===== src/rtl/dt_pkg.sv =====
// Shared constants and state encoding for the distance-transform datapath.
package dt_pkg;
    localparam int IMG_DIM   = 128;
    localparam int PIX_AW    = 14;
    localparam int WORD_AW   = 10;
    localparam int WORD_BITS = 16;
    localparam int BIT_AW    = PIX_AW - WORD_AW;

    typedef enum logic [1:0] {
        IDLE   = 2'd0,
        READ   = 2'd1,
        WRITE  = 2'd2,
        FINISH = 2'd3
    } state_t;
endpackage


===== src/rtl/dt_pack.sv =====
// Rescans the 8-bit result image, thresholds each pixel and packs 16 pixels
// per word into the bit-plane memory, counting foreground pixels on the way.
module dt_pack
    import dt_pkg::*;
#(
    parameter logic [7:0] THR = 8'd1
) (
    input  logic                 clk,
    input  logic                 reset,
    output logic                 res_rd,
    output logic [PIX_AW-1:0]    res_addr,
    input  logic [7:0]           res_di,
    output logic                 sti_wr,
    output logic [WORD_AW-1:0]   sti_addr,
    output logic [WORD_BITS-1:0] sti_do,
    output logic [PIX_AW:0]      ones_cnt,
    output logic                 done
);

    state_t                 state, state_nxt;
    logic [PIX_AW-1:0]      pix_cnt, pix_nxt;
    logic [WORD_BITS-1:0]   shreg, sh_nxt;
    logic [PIX_AW:0]        ones_nxt;
    logic [BIT_AW-1:0]      bit_idx;
    logic                   pix_bit;

    assign bit_idx  = pix_cnt[BIT_AW-1:0];
    assign pix_bit  = (res_di >= THR);
    // The pixel counter is the address presented during READ.
    assign res_addr = pix_cnt;

    always_comb begin
        state_nxt = state;
        pix_nxt   = pix_cnt;
        sh_nxt    = shreg;
        ones_nxt  = ones_cnt;
        unique case (state)
            IDLE: begin
                state_nxt = READ;
                pix_nxt   = '0;
            end
            READ: begin
                sh_nxt   = {shreg[WORD_BITS-2:0], pix_bit};
                ones_nxt = ones_cnt + {{PIX_AW{1'b0}}, pix_bit};
                // Counter parks on the last pixel of the word so WRITE still sees its word address.
                if (bit_idx == '1) state_nxt = WRITE;
                else               pix_nxt   = pix_cnt + 1'b1;
            end
            WRITE: begin
                pix_nxt   = pix_cnt + 1'b1;
                state_nxt = (pix_cnt == '1) ? FINISH : READ;
            end
            FINISH: state_nxt = FINISH;
            default: state_nxt = IDLE;
        endcase
    end

    always_ff @(posedge clk) begin
        if (reset) begin
            state    <= IDLE;
            pix_cnt  <= '0;
            shreg    <= '0;
            ones_cnt <= '0;
            res_rd   <= 1'b0;
            sti_wr   <= 1'b0;
            sti_addr <= '0;
            sti_do   <= '0;
            done     <= 1'b0;
        end else begin
            state    <= state_nxt;
            pix_cnt  <= pix_nxt;
            shreg    <= sh_nxt;
            ones_cnt <= ones_nxt;
            res_rd   <= (state_nxt == READ);
            sti_wr   <= (state_nxt == WRITE);
            done     <= (state_nxt == FINISH);
            if (state_nxt == WRITE) begin
                sti_addr <= pix_nxt[PIX_AW-1:BIT_AW];
                sti_do   <= sh_nxt;
            end
        end
    end

endmodule

===== config.mk =====
export PLATFORM = sky130hd
export DESIGN_NAME = dt_pack
export DESIGN_NICKNAME = d
export VERILOG_FILES = /design/src/rtl/dt_pkg.sv /design/src/rtl/dt_pack.sv
export SDC_FILE = /design/constraint.sdc
export NUM_CORES = 1
export LEC_CHECK = 0
export CORE_ASPECT_RATIO = 2
export CORE_MARGIN = 3
export CORE_UTILIZATION = 25
export DETAILED_ROUTE_END_ITERATION = 8
export GPL_TIMING_DRIVEN = 0
export PLACE_DENSITY = 0.51
export SETUP_SLACK_MARGIN = 0.1
export SLEW_MARGIN = 20
export SYNTH_ARGS = -nofsm -noshare
export SYNTH_HDL_FRONTEND = slang
export SYNTH_SLANG_ARGS = --single-unit

===== constraint.sdc =====
create_clock -name clk -period 3.15 [get_ports clk]
set_clock_uncertainty 0.2 [all_clocks]
set_input_delay 0.4725 -clock clk [delete_from_list [all_inputs] [get_ports clk]]
set_output_delay 0.4725 -clock clk [all_outputs]
set_load 0.01 [all_outputs]

# Word level (Yosys, flattened, before mapping)
# Cells that the tools add are included.
# op_classes
n_addsub	2
multipliers	0
n_div	0
n_lt_le_gt_ge	1
n_eq_ne	9
shift	0
n_mux	6
bitwise	0
n_reduce_logical	3
# op_table
op	count
14-bit one-hot mux with 3 select lines	1
16-bit 2-to-1 mux	1
15-bit by 1-bit adder with 15-bit output	1
14-bit by 1-bit adder with 14-bit output (second input constant)	1
14-bit equality test (second input constant)	1
14-bit 2-to-1 mux	1
2-bit equality test (second input constant)	4
8-bit by 1-bit greater-or-equal comparator with 1-bit output (second input constant)	1
2-bit one-hot mux with 4 select lines	1
2-bit by 1-bit equality test with 1-bit output (second input constant)	2
4-bit equality test (second input constant)	1
2-bit 2-to-1 mux	2
3-bit nonzero test	1
2-bit zero test	1
2-bit inequality test (second input constant)	1
2-bit AND reduction	1
# totals
reg_bits	76
latch_bits	0
mem_bits_rw	0
mem_bits_ro	0
elab_cells	31
memories	0

# Logic depth before layout (Yosys ltp)
# Gate-level depths: netlist of the first run.
# depth
depth_word	4
ltp_mapped	8
ltp_nobuf	8

# Worst setup path before layout of the first run
# No wires, ideal clock.
# synth_path
path_kind	input to register
from	input res_di[6]
to	register ones_cnt[8]
setup_time_ps	128
arrival_time_ps	1711
required_ps	2822
setup_slack_ps	1112
path_stages	8
path_buffers	0
cell_sequence	nor4_1 nand2_1 ha_1 ha_1 and3b_1 nand4_1 xor2_1 nor2_1
# synth_via
elab_chain_cells	2
# synth_lines
element	line_no	source
start, declared	dt_pack.sv:12	input logic [7:0] res_di,
8-bit by 1-bit greater-or-equal comparator with 1-bit output	dt_pack.sv:28	assign pix_bit = (res_di >= THR);
15-bit by 1-bit adder with 15-bit output	dt_pack.sv:44	ones_nxt = ones_cnt + {{PIX_AW{1'b0}}, pix_bit};
end signal, assigned	dt_pack.sv:73	ones_cnt <= ones_nxt;
end, declared	dt_pack.sv:16	output logic [PIX_AW:0] ones_cnt,
# Every way passes these cells.
# A chain may end at the register's enable or synchronous reset.

# Worst setup path in the final report of the first run
# Same ends and word-level chain as after synthesis.

==> impl_results.md, run 1 <==
- Yosys top cell by area: dfxtp_1
- Overflow left after global routing: 0
- Max-cap violations: 0
- Hold_buf cts: 0
- Final setup vio count: 0
- Layout cells sized above 1: 5.58%
- Post-synth cell types: between 40 and 50
- Cell Pwr Density: ~470 mW/mm^2
- Largest net degree at the start of global routing: 13
- Mapped Area: roughly 0.0031 mm^2
- Die ar.: around 0.014 mm^2
- Root buffer cell: clkbuf_16
- Reg2Reg Depth: 6
- Synth area leaders: dfxtp_1, nand2_1, a21oi_1, nor2_1, clkbuf_1
- Antenna diodes: 0
- Reg2reg setup slack: ~0.92 ns
- Top-area cell type share of the netlist area: ~48%
- CTS tree: done
- Worst min path class: reg -> reg
- WP data required: approximately 3.2 ns
- DR pass1 iterations: 4
- Synthesis-to-finish area growth: 36.2%
- GRT Overall Usage: 13.2%
- Hold Path End: sti_addr[2]
- Post-layout min period: around 2.3 ns
- Hold Vio Cnt, Final: 0
- CP endpoint kind: flip-flop
- Total wire length: 9000 um
- EDFF count, synth: 0
- Hold_sp: sti_addr[2]
- Number of remaining DRC errors: 0
- Slew at the pin closest to its max-slew limit: approximately 0.57 ns
- Via count of the first global-routing pass: between 2000 and 3000
- CTS buffer count: 9
- Num rows: between 50 and 60
- Hold slack: between 0.2 and 0.3 ns
- Worst Hold Depth: 2
- Pleak: approximately 1.4 nW
- Fmax: between 0.4 and 0.5 GHz
- Final Max Tran Viols: 0
- Initial antenna violation count: 0
- Die width: 85.0 um
- Core box area: around 0.012 mm^2
- Final period util: between 70 and 80%
- Final nets: 474
- Reg2Reg Launch Point: res_addr[0]
- Starting Density: between 20% and 30%
- Syn_nets: 396
- Vias/cell: ~4.8
- H-tree Lvls: 3
- Placed cell areas: between 0.003 and 0.004 mm^2
- Setup Crit Path Kind: in -> reg
- Sequential share of the synthesized area: 48.2%
- DP HPWL: 6870 um
- Unrepaired setup endpoints after global routing: no
- Gates resized, CTS repair: 0
- First-pass GRT wire length: 14500 um
- Worst Setup SP: res_di[6]
- Clock buffer depth: 2
- Skew-Pair Late Insertion Delay: between 0.3 and 0.4 ns
- IO buf count: 67
- Routability Congestion: 0.834
- Die height: about 160 um
- Syn Inst Count: 383
- Clk sinks: 75
- Final TNS setup: 0 ns
- Starting DRC count in detailed routing: about 150
- WL/cell: 14.7 um
- Status: finished, final reports clean
- R2R Path End: sti_addr[3]
- Asr flop ratio synth: 0%
- IO Count: slightly below 70
- Ys flop type: dfxtp_1
- Vias: between 2000 and 3000
- Remaining antenna violation count: 0
- Synth Warn #: 0
- Syn avg cell area: 8.14 um^2
- Most frequent cells in the layout: nand2_1, dfxtp_1, clkdlybuf4s50_1
- CP startpoint kind: primary input
- VDD IR max: ~0.27 mV
- WP data arrival: approximately 2.3 ns
- # Post-CTS Setup Buffers: 0
- Commonest non-fill, non-tap cell in the layout: nand2_1
- Synth Register Bits: 75
- Worst-path clk slew: approximately 0.060 ns
- Post-route cell area: approximately 0.0042 mm^2
- Slew headroom: a little over 60%
- Crit path max fanout: 3
how the worst max path moves through the flow:
| stage | depth (start not counted) | slack [ns] | end |
|---|---|---|---|
| global route | 6 | 0.66 | sti_addr[1] |
| global placement | 9 | 0.49 | ones_cnt[8] |
| CTS | 9 | 0.86 | ones_cnt[8] |
| floorplan | 8 | 1.11 | ones_cnt[8] |
| detailed placement | 9 | 0.51 | ones_cnt[8] |
| finish | 9 | 0.87 | ones_cnt[8] |
routing by layer:
layer / track usage [%] / part of all wire (%) / vias to the layer above
met4: 7.06 / 3.2 / 0
li1: - / - / 1497
met2: 25.0 / 55 / 73
met3: 2.86 / 4.1 / 22
met5: 0 / 0 / -
met1: 12.9 / 38 / 1364
flip-flops by register name (all words and copies together) (netlist names):
register  flops
ones_cnt     15
res_rd        1
shreg        15
sti_wr        1
state         2
sti_do       16
sti_addr     10
done          1
res_addr     14
cells by family (layout without fill, tap and decap cells):
| logic type | count (synthesis) | in the layout | share of synthesized area [%] |
|---|---|---|---|
| AND/OR/NAND/NOR | 173 | 173 | 25.8 |
| AO/OA/AOI/OAI | 90 | 90 | 17.1 |
| flip-flops | 75 | 75 | 48.2 |
| buffers and inverters | 28 | 111 | 3.77 |
| XOR/XNOR | 12 | 12 | 3.37 |
| adder cells (fa/ha/maj) | 3 | 3 | 1.20 |
| multiplexers | 2 | 2 | 0.682 |
worst max-delay path: stages:
cell and delay (ns):
clkdlybuf4s50_1 0.40, nor4_1 0.27, nand2_1 0.15, ha_1 0.24
ha_1 0.20, and3b_1 0.23, nand4_1 0.12, xor2_1 0.15
nor2_1 0.05
power breakdown:
part	switching [mW]	internal [mW]	leakage [nW]	total [mW]
logic	0.0466	0.0306	0.618	0.0772
clock network	0.389	0.553	0.133	0.943
registers	0.00660	0.956	0.606	0.962
cells in the mapped netlist (2+ instances only):
| cell | count |
|---|---|
| a2111oi_0 | 5 |
| o21a_1 | 2 |
| buf_2 | 7 |
| o21ai_0 | 6 |
| a31oi_1 | 5 |
| and3_1 | 2 |
| a21oi_1 | 56 |
| nor4_1 | 7 |
| nand3b_1 | 2 |
| ha_1 | 3 |
| xnor2_1 | 6 |
| and2_1 | 2 |
| a211oi_1 | 2 |
| a41oi_1 | 3 |
| nor3_1 | 5 |
| inv_1 | 3 |
| dfxtp_1 | 75 |
| nor2_1 | 22 |
| nand3_1 | 9 |
| clkbuf_1 | 17 |
| or4_1 | 2 |
| and4_1 | 3 |
| nand2b_1 | 3 |
| nand4_1 | 8 |
| o31ai_1 | 5 |
| xor2_1 | 6 |
| nand2_1 | 99 |
per-stage QoR:
step / util (%) / worst slack [ns] / instances / power [mW]
after floorplan: - / 1.11 / 383 / 1.02
after global placement: 32.6 / 0.490 / 597 / 1.06
after detailed placement: 32.6 / 0.512 / 597 / 1.06
after CTS: 34.8 / 0.861 / 613 / 2.00
after global routing: 34.8 / 0.664 / 613 / 2.05
final: 34.8 / 0.871 / 613 / 1.98
area by class of cell:
| cell class | count | area (um^2) |
|---|---|---|
| fill | 1263 | 7950 |
| sequential | 75 | 1500 |
| multi-input combinational | 280 | 1500 |
| timing repair buffer | 67 | 671 |
| clock buffer | 12 | 246 |
| tap | 147 | 184 |
| buffer | 25 | 106 |
| clock inverter | 4 | 26.3 |
| inverter | 3 | 11.3 |
(Power assumes the default switching activity.)
==> inputs of run 2 (changes only) <==
Clock period 3.15 ns to 2.35 ns, I/O delays scaled along.
==> impl_results.md, run 2 (synthesized netlist as in run 1, its figures left out) <==
- Routability Congestion: about 0.83
- R2R Path End: res_addr[10]
- Largest net degree at the start of global routing: 13
- Final Max Tran Viols: 0
- First-pass GRT wire length: roughly 14000 um
- WL/cell: approximately 15 um
- Clock buffer depth: 2
- WP data arrival: 2.18 ns
- Final setup vio count: 0
- Hold slack: about 0.26 ns
- Final nets: 475
- Place WS: -0.168 ns
- Fmax: 0.470 GHz
- CTS tree: done
- Worst Hold Depth: 2
- CP startpoint kind: flip-flop
- Final core utilization: a little over a third
- Die height: 164 um
- Synthesis-to-finish area growth: 36.9%
- Via count of the first global-routing pass: 2981
- Die width: ~85 um
- Remaining antenna violation count: 0
- Top reg by flops: sti_do
- Slew headroom: between 60% and 70%
- VDD IR max: roughly 0.35 mV
- H-tree Lvls: 3
- WP data required: around 2.4 ns
- GRT Overall Usage: 13.2%
- Number of remaining DRC errors: 0
- Core box area: ~0.012 mm^2
- Total wire length: 9010 um
- Root buffer cell: clkbuf_16
- Pleak: around 1.4 nW
- Die ar.: around 0.014 mm^2
- IO Count: around 70
- Status: finished, final reports clean
- Cell Pwr Density: approximately 620 mW/mm^2
- Antenna diodes: 0
- Num rows: between 50 and 60
- DR pass1 iterations: 4
- Top flop regs: sti_do (16), ones_cnt (15), shreg (15)
- Worst min path class: reg -> reg
- Initial antenna violation count: 0
- Post-layout min period: between 2 and 2.5 ns
- Commonest non-fill, non-tap cell in the layout: nand2_1
- Reg2Reg Depth: 6
- Max-cap violations: 0
- Hold_buf cts: 0
- Hold Vio Cnt, Final: 0
- Clk sinks: 75
- Vias: 2972
- Most frequent cells in the layout: nand2_1, dfxtp_1, clkdlybuf4s50_1
- Reg2Reg Launch Point: res_addr[1]
- Slew at the pin closest to its max-slew limit: between 0.5 and 0.6 ns
- Setup Crit Path Kind: reg -> reg
- Final TNS setup: 0 ns
- Starting Density: about 26%
- Hold Path End: sti_addr[2]
- Post-route worst setup slack: roughly 0.22 ns
- IO buf count: 67
- Overflow left after global routing: 0
- CTS buffer count: 9
- Starting DRC count in detailed routing: roughly 180
- Hold_sp: sti_addr[2]
- Layout cells sized above 1: 7.07%
- Unrepaired setup endpoints after global routing: no
- Skew-Pair Late Insertion Delay: roughly 0.33 ns
- CP endpoint kind: flip-flop
- Final period util: 90.5%
- DP HPWL: 6870 um
- Crit path max fanout: 9
- Max FFs per register: 16
- Vias/cell: a little under 5
- Design Power: 2.66 mW
- Worst-path clk slew: 0.06 ns
- Reg2reg setup slack: approximately 0.22 ns
-- run 2: worst max-delay path by stage --
stage / from / endpoint / slack, ns / depth (start not counted)
after floorplan: res_addr[0] / res_addr[10] / 0.41 / 6
after detailed placement: res_di[6] / ones_cnt[8] / -0.17 / 9
final: res_addr[1] / res_addr[10] / 0.22 / 6
after global placement: res_di[0] / ones_cnt[8] / -0.19 / 9
after global routing: res_addr[1] / res_addr[5] / 0.11 / 5
after CTS: res_addr[0] / sti_addr[5] / 0.13 / 7
-- run 2: area by class of cell --
| type | instances | area [um^2] |
|---|---|---|
| multi-input cells | 280 | 1510 |
| flip-flops and latches | 75 | 1500 |
| inverters | 3 | 11.3 |
| repair buffers | 68 | 678 |
| fillers | 1267 | 7930 |
| plain buffers | 25 | 109 |
| clock buffers | 12 | 246 |
| well taps | 147 | 184 |
| clock inverters | 4 | 26.3 |
-- run 2: per-stage QoR --
stage	cells	area, um^2
floorplan	383	3120
global placement	597	3970
detailed placement	597	3970
CTS	613	4250
global route	614	4270
finish	614	4270
-- run 2: critical path, cell delays in order (launching register included) --
cell	delay, ns
dfxtp_1	0.43
ha_1	0.27
and3_1	0.17
buf_4	0.17
nand2_1	0.15
or4_1	0.50
a31oi_1	0.16
-- run 2: metal layers --
metal,part of all wire [%],vias to the layer above,track usage [%],wire length [um]
met5,0,-,0,0
met4,3.7,0,7.06,332
met3,4.0,25,2.86,356
met2,54,72,25.0,4880
met1,38,1371,12.9,3440
li1,-,1504,-,-
-- run 2: where the power goes --
group	internal, mW	switching (mW)	leakage [nW]
Sequential	1.28	0.00895	0.606
Clock	0.742	0.522	0.133
Combinational	0.0414	0.0631	0.625
Total	2.06	0.594	1.36
-- run 2: repair_timing --
action,CTS,global route
pin swaps,0,2
setup endpoints to repair,19,21
gates resized for setup,2,6
setup buffers,0,1
